$ cat config.mk
export PLATFORM = sky130hd
export DESIGN_NAME = serial_perceptron_flat
export DESIGN_NICKNAME = d
export VERILOG_FILES = /design/src/rtl/serial_perceptron_if.sv /design/src/rtl/serial_perceptron.sv /design/src/flat_wrapper.sv
export SDC_FILE = /design/constraint.sdc
export NUM_CORES = 1
export LEC_CHECK = 0
export CORE_MARGIN = 2
export CORE_UTILIZATION = 25
export CTS_BUF_LIST = sky130_fd_sc_hd__clkbuf_8 sky130_fd_sc_hd__clkbuf_16
export DETAILED_ROUTE_END_ITERATION = 6
export DONT_BUFFER_PORTS = 1
export HOLD_SLACK_MARGIN = 0.12
export MAX_ROUTING_LAYER = met4
export PLACE_DENSITY_LB_ADDON = 0.05
export SKIP_CTS_REPAIR_TIMING = 1
export SYNTH_ARGS = -nofsm -noshare
export SYNTH_HDL_FRONTEND = slang
export SYNTH_SLANG_ARGS = --single-unit
$ cat constraint.sdc
create_clock -name clk -period 4.79 [get_ports clk]
set_clock_uncertainty 0.05 [all_clocks]
set_input_delay 0.479 -clock clk [delete_from_list [all_inputs] [get_ports clk]]
set_output_delay 0.479 -clock clk [all_outputs]
set_load 0.02 [all_outputs]
$ cat src/rtl/serial_perceptron_if.sv
// Handshake, weight-load and result bundle for serial_perceptron.
// Optional feature macro: SERIAL_PERCEPTRON_LEARN_EN adds the in_label/in_train training inputs.
// slave = perceptron side, master = host/testbench side.
interface serial_perceptron_if #(
    parameter int N_IN  = 7,
    parameter int W_W   = 8,
    parameter int ACC_W = W_W + $clog2(N_IN + 1),
    parameter int AW    = $clog2(N_IN + 1)
);
    logic                    in_valid;
    logic                    in_ready;
    logic [N_IN-1:0]         in_vec;
    logic                    w_we;
    logic [AW-1:0]           w_addr;
    logic signed [W_W-1:0]   w_wdata;
    logic                    out_valid;
    logic                    out_ready;
    logic signed [ACC_W-1:0] out_sum;
    logic                    out_class;
`ifdef SERIAL_PERCEPTRON_LEARN_EN
    logic                    in_label;
    logic                    in_train;
`endif

    modport slave (
        input  in_valid, in_vec, w_we, w_addr, w_wdata, out_ready,
`ifdef SERIAL_PERCEPTRON_LEARN_EN
        input  in_label, in_train,
`endif
        output in_ready, out_valid, out_sum, out_class
    );

    modport master (
        output in_valid, in_vec, w_we, w_addr, w_wdata, out_ready,
`ifdef SERIAL_PERCEPTRON_LEARN_EN
        output in_label, in_train,
`endif
        input  in_ready, out_valid, out_sum, out_class
    );
endinterface

$ cat src/rtl/serial_perceptron.sv
// Bit-serial binary perceptron: sums bias plus the weight of every set feature,
// one feature per clock, and reports the signed sum and its sign-derived class.
// Optional feature macro: SERIAL_PERCEPTRON_LEARN_EN enables on-chip perceptron-rule
// training (UPDATE state, saturating +/-1 steps on weights and bias).
//
// state  | meaning
// IDLE   | in_ready high; weight writes accepted; accept captures the vector
// ACCUM  | scan feature idx 0..N_IN-1, add weight when the feature bit is set
// DONE   | first cycle registers the result, then out_valid held until out_ready
// UPDATE | (learn only) idx 0..N_IN-1 steps set weights, idx N_IN steps bias
module serial_perceptron #(
    parameter int N_IN  = 7,
    parameter int W_W   = 8,
    parameter int ACC_W = W_W + $clog2(N_IN + 1),
    parameter int AW    = $clog2(N_IN + 1)
) (
    input  logic                clk,
    input  logic                rst_n,
    serial_perceptron_if.slave  pif
);

`ifdef SERIAL_PERCEPTRON_LEARN_EN
    typedef enum logic [1:0] {S_IDLE, S_ACCUM, S_DONE, S_UPDATE} state_t;
`else
    typedef enum logic [1:0] {S_IDLE, S_ACCUM, S_DONE} state_t;
`endif

    localparam logic [AW-1:0] IDX_LAST  = AW'(N_IN - 1);
    localparam logic [AW-1:0] ADDR_BIAS = AW'(N_IN);

    state_t                  state_q;
    logic [N_IN-1:0]         vec_q;
    logic [AW-1:0]           idx_q;
    logic signed [ACC_W-1:0] acc_q;
    logic signed [ACC_W-1:0] acc_d;
    logic signed [W_W-1:0]   w_q [N_IN];
    logic signed [W_W-1:0]   bias_q;
    logic signed [W_W-1:0]   bias_d;
    logic                    in_ready_q;
    logic                    out_valid_q;
    logic signed [ACC_W-1:0] out_sum_q;
    logic                    out_class_q;
    logic                    wr_en;
    logic                    accept;

`ifdef SERIAL_PERCEPTRON_LEARN_EN
    localparam logic signed [W_W-1:0] W_MAX = {1'b0, {(W_W-1){1'b1}}};
    localparam logic signed [W_W-1:0] W_MIN = {1'b1, {(W_W-1){1'b0}}};

    logic label_q;
    logic train_q;

    function automatic logic signed [W_W-1:0] sat_step(input logic signed [W_W-1:0] v,
                                                      input logic up);
        logic signed [W_W-1:0] r;
        r = v;
        if (up) begin
            if (v != W_MAX) r = v + W_W'(1);
        end else begin
            if (v != W_MIN) r = v - W_W'(1);
        end
        return r;
    endfunction
`endif

    function automatic logic signed [ACC_W-1:0] sext(input logic signed [W_W-1:0] v);
        return {{(ACC_W-W_W){v[W_W-1]}}, v};
    endfunction

    assign pif.in_ready  = in_ready_q;
    assign pif.out_valid = out_valid_q;
    assign pif.out_sum   = out_sum_q;
    assign pif.out_class = out_class_q;

    // Write decode, same-cycle bias forwarding for accept, and the scan adder.
    always_comb begin
        wr_en  = (state_q == S_IDLE) && pif.w_we;
        accept = pif.in_valid && in_ready_q;
        bias_d = bias_q;
        if (wr_en && (pif.w_addr == ADDR_BIAS)) bias_d = pif.w_wdata;
        acc_d = acc_q;
        if (vec_q[idx_q]) acc_d = acc_q + sext(w_q[idx_q]);
    end

    // Sequencer, weight store and registered outputs.
    always_ff @(posedge clk or negedge rst_n) begin
        if (!rst_n) begin
            state_q     <= S_IDLE;
            vec_q       <= '0;
            idx_q       <= '0;
            acc_q       <= '0;
            bias_q      <= '0;
            for (int i = 0; i < N_IN; i++) w_q[i] <= '0;
            in_ready_q  <= 1'b1;
            out_valid_q <= 1'b0;
            out_sum_q   <= '0;
            out_class_q <= 1'b0;
`ifdef SERIAL_PERCEPTRON_LEARN_EN
            label_q     <= 1'b0;
            train_q     <= 1'b0;
`endif
        end else begin
            if (wr_en) begin
                if (pif.w_addr < ADDR_BIAS) w_q[pif.w_addr] <= pif.w_wdata;
                else if (pif.w_addr == ADDR_BIAS) bias_q <= pif.w_wdata;
            end
            case (state_q)
                S_IDLE: begin
                    if (accept) begin
                        vec_q      <= pif.in_vec;
                        acc_q      <= sext(bias_d);
                        idx_q      <= '0;
                        in_ready_q <= 1'b0;
                        state_q    <= S_ACCUM;
`ifdef SERIAL_PERCEPTRON_LEARN_EN
                        label_q    <= pif.in_label;
                        train_q    <= pif.in_train;
`endif
                    end
                end
                S_ACCUM: begin
                    acc_q <= acc_d;
                    if (idx_q == IDX_LAST) state_q <= S_DONE;
                    else idx_q <= idx_q + AW'(1);
                end
                S_DONE: begin
                    if (!out_valid_q) begin
                        out_valid_q <= 1'b1;
                        out_sum_q   <= acc_q;
                        out_class_q <= ~acc_q[ACC_W-1];
                    end else if (pif.out_ready) begin
                        out_valid_q <= 1'b0;
`ifdef SERIAL_PERCEPTRON_LEARN_EN
                        if (train_q && (label_q != out_class_q)) begin
                            idx_q   <= '0;
                            state_q <= S_UPDATE;
                        end else begin
                            in_ready_q <= 1'b1;
                            state_q    <= S_IDLE;
                        end
`else
                        in_ready_q <= 1'b1;
                        state_q    <= S_IDLE;
`endif
                    end
                end
`ifdef SERIAL_PERCEPTRON_LEARN_EN
                S_UPDATE: begin
                    if (idx_q == ADDR_BIAS) begin
                        bias_q     <= sat_step(bias_q, label_q);
                        in_ready_q <= 1'b1;
                        state_q    <= S_IDLE;
                    end else begin
                        if (vec_q[idx_q]) w_q[idx_q] <= sat_step(w_q[idx_q], label_q);
                        idx_q <= idx_q + AW'(1);
                    end
                end
`endif
                default: begin
                    in_ready_q <= 1'b1;
                    state_q    <= S_IDLE;
                end
            endcase
        end
    end

endmodule

$ cat src/flat_wrapper.sv
// flat-port wrapper written by rule: the top's interface ports become plain ports
module serial_perceptron_flat 
#(
    parameter int N_IN  = 7,
    parameter int W_W   = 8,
    parameter int ACC_W = W_W + $clog2(N_IN + 1),
    parameter int AW    = $clog2(N_IN + 1)
)
  (clk, rst_n, pif_in_valid, pif_in_vec, pif_w_we, pif_w_addr, pif_w_wdata, pif_out_ready, pif_in_ready, pif_out_valid, pif_out_sum, pif_out_class);
  serial_perceptron_if #(.N_IN(N_IN), .W_W(W_W), .ACC_W(ACC_W), .AW(AW)) pif_i ();
  input  logic clk;
  input  logic rst_n;
  input wire logic [$bits(pif_i.in_valid)-1:0] pif_in_valid;
  input wire logic [$bits(pif_i.in_vec)-1:0] pif_in_vec;
  input wire logic [$bits(pif_i.w_we)-1:0] pif_w_we;
  input wire logic [$bits(pif_i.w_addr)-1:0] pif_w_addr;
  input wire logic [$bits(pif_i.w_wdata)-1:0] pif_w_wdata;
  input wire logic [$bits(pif_i.out_ready)-1:0] pif_out_ready;
  output wire logic [$bits(pif_i.in_ready)-1:0] pif_in_ready;
  output wire logic [$bits(pif_i.out_valid)-1:0] pif_out_valid;
  output wire logic [$bits(pif_i.out_sum)-1:0] pif_out_sum;
  output wire logic [$bits(pif_i.out_class)-1:0] pif_out_class;
  assign pif_i.in_valid = pif_in_valid;
  assign pif_i.in_vec = pif_in_vec;
  assign pif_i.w_we = pif_w_we;
  assign pif_i.w_addr = pif_w_addr;
  assign pif_i.w_wdata = pif_w_wdata;
  assign pif_i.out_ready = pif_out_ready;
  assign pif_in_ready = pif_i.in_ready;
  assign pif_out_valid = pif_i.out_valid;
  assign pif_out_sum = pif_i.out_sum;
  assign pif_out_class = pif_i.out_class;
  serial_perceptron #(.N_IN(N_IN), .W_W(W_W), .ACC_W(ACC_W), .AW(AW)) u_core (.clk(clk), .rst_n(rst_n), .pif(pif_i));
endmodule
# Word level (Yosys, flattened, before mapping)
# Index checks and enable logic that the tools add are counted.
classes:
  mul: 0
  muxes: 26
  n_lt_le_gt_ge: 5
  bitwise: 6
  eq_ne: 10
  reduce_logical: 14
  n_div: 0
  addsub: 2
  shifts: 0
op_table:
  columns: ["operator", "n"]
  rows:
  - ["56-bit bitwise mux", 1]
  - ["8-bit two-way mux", 4]
  - ["8-bit binary-select mux with 3-bit select", 1]
  - ["8-bit demux with 3-bit select", 1]
  - ["11-bit two-way mux", 2]
  - ["11-bit one-hot mux with 2 select lines", 1]
  - ["11-bit by 8-bit adder with 11-bit output", 1]
  - ["3-bit AND reduction", 3]
  - ["4-bit >= comparator (second input constant)", 2]
  - ["2-bit two-way mux", 4]
  - ["2-bit by 1-bit != test with 1-bit output (second input constant)", 4]
  - ["3-bit NOT with 4-bit output", 2]
  - ["4-bit AND reduction", 2]
  - ["3-bit == test (second input constant)", 2]
  - ["1-bit two-way mux", 6]
  - ["3-bit two-way mux", 2]
  - ["2-bit one-hot mux with 3 select lines", 1]
  - ["3-bit one-hot mux with 2 select lines", 1]
  - ["2-bit AND reduction", 3]
  - ["1-bit logical AND", 4]
  - ["3-bit by 4-bit less-than comparator with 1-bit output (second input constant)", 1]
  - ["4-bit by 1-bit less-than comparator with 1-bit output (second input constant)", 1]
  - ["2-bit != test (second input constant)", 2]
  - ["1-bit NOT", 4]
  - ["other kinds (8)", 8]
word_totals:
  word_cells: 79
  mem_bits_ro: 0
  latchBits: 0
  ramBits: 0
  out_inout_bits: 14
  memories: 0
  in_bits: 23
  register_bits: 101

# Longest topological paths before layout
depth:
  ltp_word: 7
  mapped_depth: 14

# Worst setup path after synthesis
# Ideal clock, no wire load.
synth_path:
  path_type: "reg2reg"
  from: "register u_core.idx_q[1]"
  to: "register u_core.acc_q[10]"
  synth_period_minus_slack_ns: 3.232
  setup_slack_ns: 1.558
  path_buffers: 2
  setup_ns: 0.126
  path_stages_with_launch: 15
  required_ns: 4.614
  arrival_time_ns: 3.056
  cell_sequence: "dfrtp_1 -> buf_4 -> buf_1 -> mux4_2 -> nand2_1 -> o21ai_0 -> ha_1 -> inv_1 -> fa_1 -> nor2b_1 -> o31a_1 -> o22ai_1 -> o21ai_0 -> xnor2_1 -> a221o_1"
synth_between:
  elab_chain_len: 7
  word_cells_on_any_way: 11
synth_rtl:
  columns: ["element", "line", "source"]
  rows:
  - ["start: declaration", "serial_perceptron.sv:33", "logic [AW-1:0] idx_q;"]
  - ["start signal: assignment", "serial_perceptron.sv:124", "else idx_q <= idx_q + AW'(1);"]
  - ["3-bit NOT with 4-bit output (implied by the code)", "serial_perceptron.sv:82", "if (vec_q[idx_q]) acc_d = acc_q + sext(w_q[idx_q]);"]
  - ["8-bit binary-select mux with 3-bit select", "serial_perceptron.sv:82", null]
  - ["8-bit two-way mux (implied by the code) (2 in a row)", "serial_perceptron.sv:82", null]
  - ["11-bit by 8-bit adder with 11-bit output", "serial_perceptron.sv:82", null]
  - ["11-bit two-way mux", "serial_perceptron.sv:82", null]
  - ["11-bit one-hot mux with 2 select lines", "serial_perceptron.sv:107", "case (state_q)"]
  - ["end signal: assignment", "serial_perceptron.sv:111", "acc_q <= sext(bias_d);"]
  - ["end: declaration", "serial_perceptron.sv:34", "logic signed [ACC_W-1:0] acc_q;"]
# Parallel ways exist; a longest one is shown, timed or not. The select of a mux whose other input is x is not followed.
# A chain may end at the register's enable or synchronous reset.

# Worst setup path after layout
# Same ends and word-level chain as after synthesis.

==> results list <==
- The flow ran to the end, and the final reports show no timing, DRC or antenna violations.
* Pins over their slew limit: 0
* Standard cell area after detailed placement: 5230 sq um
* Yosys warning total: 0
- The final layout contains 436 nets.
* Full die area: 20800 sq um
- For this run, the detailed router's first-pass iteration total came to 4.
* Max-cap check violation count: 0
- The number of antenna violations at the first check in global routing is 0.
- DRC: 0
- The commonest cells after synthesis are dfrtp_1, mux2_2, nand2_1.
* Share of the core filled with cells: 29.0%
- Most frequently used cell type in the post-synthesis netlist: dfrtp_1
* Total of endpoints with negative setup slack in the final report: 0
* Switching power share of the total: 36.4%
- The detailed router used layers up to and including met4.
- CTS placed an instance of clkbuf_16 at the clock tree root.
* Post-detailed-route via-to-cell ratio: 4.56
- Detailed routing inserted a total of 3055 vias.
- Count of inserted antenna diode cells: 0
* Share of flip-flops with an asynchronous set or reset: 100%
* Vias in the first global route: 3196
* Classification of the worst-slack hold path: in2reg
- After the first detailed-routing iteration, the DRC count stood at 161.
- For the worst setup path, the data required time is 4.98 ns.
- Count of cell types in the netlist: 43
* RSZ-0062 raised after global routing: no
- During placement, the flow inserted port buffers numbering 0.
* Gate power share: 41.0%
- Clock-pin slew was measured on the worst setup and hold paths at 0.07 ns.
* Hold violation count in the final report: 0
* Drt wl/cell: 17.6 um
* Met2 wire len: 5.55 mm
- Detailed routing placed a total of 235 um of wire on met3.
* Wire length reported by the detailed router: 11.8 mm
* Area growth from synthesis to layout: 14.4%
- The first global-routing pass estimated 18.8 mm of wire.
* Total global routing overflow: 0
- The detailed router put a total of 5.83 mm of wire on met1.
- The worst setup path is of the reg2reg kind.
- The floorplan has 51 rows.
* Critical path arrival: 3.97 ns
* Initial core utilization: 25.4%
* Timing-limited maximum frequency: 264 MHz
- Ranked by total cell area, the synthesized netlist is headed by dfrtp_1, mux2_2, mux4_2, ha_1, mux2i_1.
- Leakage power figure: 2.42 nW
* Finished Cell Area: 5630 sq um
* Largest driver fanout on the critical path: 16
* Psw: 1.55 mW
* Post-route clock period utilization: 79.0%
- Across all register-to-register paths, the minimum setup slack is 1.01 ns.
- Global routing consumed, over all layers together, 12.7% of the routing resources.
- The die is 144 um wide.
- Transition at the pin with the smallest max-transition slack: 1.06 ns
* Cells after synthesis: 396
- Clock share of power: 21.1%
* Post-detail-place hpwl: 8.38 mm
* Cell-internal power: 2.72 mW
- Number of enable-type register cells in the synthesized netlist: 0
* I/O pin total: 37
- Sequential fraction of design power: 37.8%
* Clock buffers created by TritonCTS: 9
- Std-Cell Core Area: 19400 sq um
- The worst-case IR drop observed on VDD is 0.181 mV.
- Counting flops and latches in the post-synthesis netlist gives 101.
- Proportion of layout cells with a drive suffix above 1: 28.4%
* Number of buffers on the longest clock path: 2
* Synthesized netlist net count: 432
- Number of clock sinks seen by CTS: 101
- Summed over its instances, the top area cell type makes up 50.9% of the synthesized netlist area.
- The synthesized design spends more area on one cell type than any other, namely dfrtp_1.
- Maximum number of pins on one net before global-route repair: 102
- Power spread over the standard cell area amounts to 759 nW/um^2.
- Tightest slew margin relative to the limit: 29.1%
* H-tree levels: 3
* Avg Inst Size Synth: 12.4 sq um
- The routed design could run at a clock period as short as 3.78 ns.
* Nature of the critical path endpoint: flop
- The worst setup path is launched from a flop.
- Sequential area share after synthesis: 51.4%
- Once detail routing completed, the nets flagged for antenna violations numbered 0.
- Die extent in y: 144 um
- In the final timing run, aggregate negative setup slack is 0 ns.
- Routability-driven placement finished with a final weighted congestion of 0.724.
* Clock insertion delay at the later pin of the skew report: 0.35 ns
- Clock tree from TritonCTS: yes
- The mapped netlist covers 4920 sq um.
- In the synthesized netlist the dominant register cell turns out to be dfrtp_1.
-- worst paths after layout --
kind                       cells past startpoint                     end              from
hold reg to reg                                1        u_core.bias_q[6]  u_core.bias_q[6]
min in group asynchronous                      2  u_core.pif.out_sum[10]             rst_n
setup reg to reg                              14        u_core.acc_q[10]   u_core.idx_q[1]
max in group asynchronous                      2        u_core.bias_q[0]             rst_n
setup / recovery                              14        u_core.acc_q[10]   u_core.idx_q[1]
hold / removal                                 1          u_core.w_q[32]    pif_w_wdata[0]
-- placed cells by master (no fill, tap or decap), types with 6 or more instances in the layout --
master     Yosys  final
nor2b_1        6      6
mux2_2        82     82
mux2i_1       13     13
dfrtp_1      100    100
a21oi_1       19     19
ha_1          12     12
nor2_1        17     17
mux4_2         9      9
nand2_1       28     28
inv_1         15     16
o21ai_0       25     25
clkbuf_16      0      9
-- cells by family (layout without fill, tap and decap cells) --
kind of cell               Yosys count  count (layout)  share of synthesized area, %
DFF                                101             101                          51.4
buffers and inverters               29              38                          2.49
adders and majority gates           13              13                          3.46
AOI/OAI and AO/OA                   76              76                          9.89
and+or+nand+nor                     70              70                          6.71
muxes                              104             104                          25.5
xor gates and xnor gates             3               3                         0.534
-- registers in the layout (all words and copies together) (netlist names) --
| name | flops |
|---|---|
| u_core.acc_q | 11 |
| u_core.bias_q | 8 |
| u_core.idx_q | 3 |
| u_core.pif.in_ready | 1 |
| u_core.pif.out_class | 1 |
| u_core.pif.out_sum | 11 |
| u_core.pif.out_valid | 1 |
| u_core.state_q | 2 |
| u_core.vec_q | 7 |
| u_core.w_q | 56 |
-- area by class of cell --
type | count | area [sq um]
well taps | 265 | 332
fillers | 2019 | 13800
inverters | 15 | 56.3
repair buffers | 7 | 75.1
clock inverters | 7 | 138
flip-flops and latches | 101 | 2530
multi-input cells | 266 | 2280
clock buffers | 9 | 225
-- power groups by stage --
stage / clock (mW) / combinational, mW / sequential [mW]
floorplan: 0 / 1.44 / 1.51
global placement: 0 / 1.75 / 1.64
detailed placement: 0 / 1.76 / 1.64
CTS: 0.938 / 1.77 / 1.62
global route: 0.980 / 1.97 / 1.68
finish: 0.903 / 1.75 / 1.62
-- critical path, stage by stage, from the launching register on --
cell,delay (ns)
dfrtp_1,0.88
buf_4,0.33
mux2i_1,0.10
nor2_1,0.09
a21oi_1,0.04
o21ai_0,0.18
ha_1,0.22
inv_1,0.06
fa_1,0.38
nor2b_1,0.20
o31a_1,0.21
o22ai_1,0.17
o21ai_0,0.32
xnor2_1,0.10
a221o_1,0.32
-- metrics by stage --
step / hold slack [ns] / std cells / setup slack [ns] / power, mW
after global routing: 0.202 / 670 / 0.686 / 4.63
after CTS: -0.252 / 668 / 0.937 / 4.33
after detailed placement: 0.137 / 652 / 0.953 / 3.41
after global placement: 0.138 / 652 / 1.04 / 3.40
final: 0.221 / 670 / 1.01 / 4.27
after floorplan: 0.133 / 396 / 1.56 / 2.95
-- per-layer routing --
metal	up-vias	track usage, %
met2	26	19.5
met3	12	2.25
met4	0	5.06
met5	-	-
met1	1562	16.7
li1	1455	-
Power figures use the tool's default switching activity.
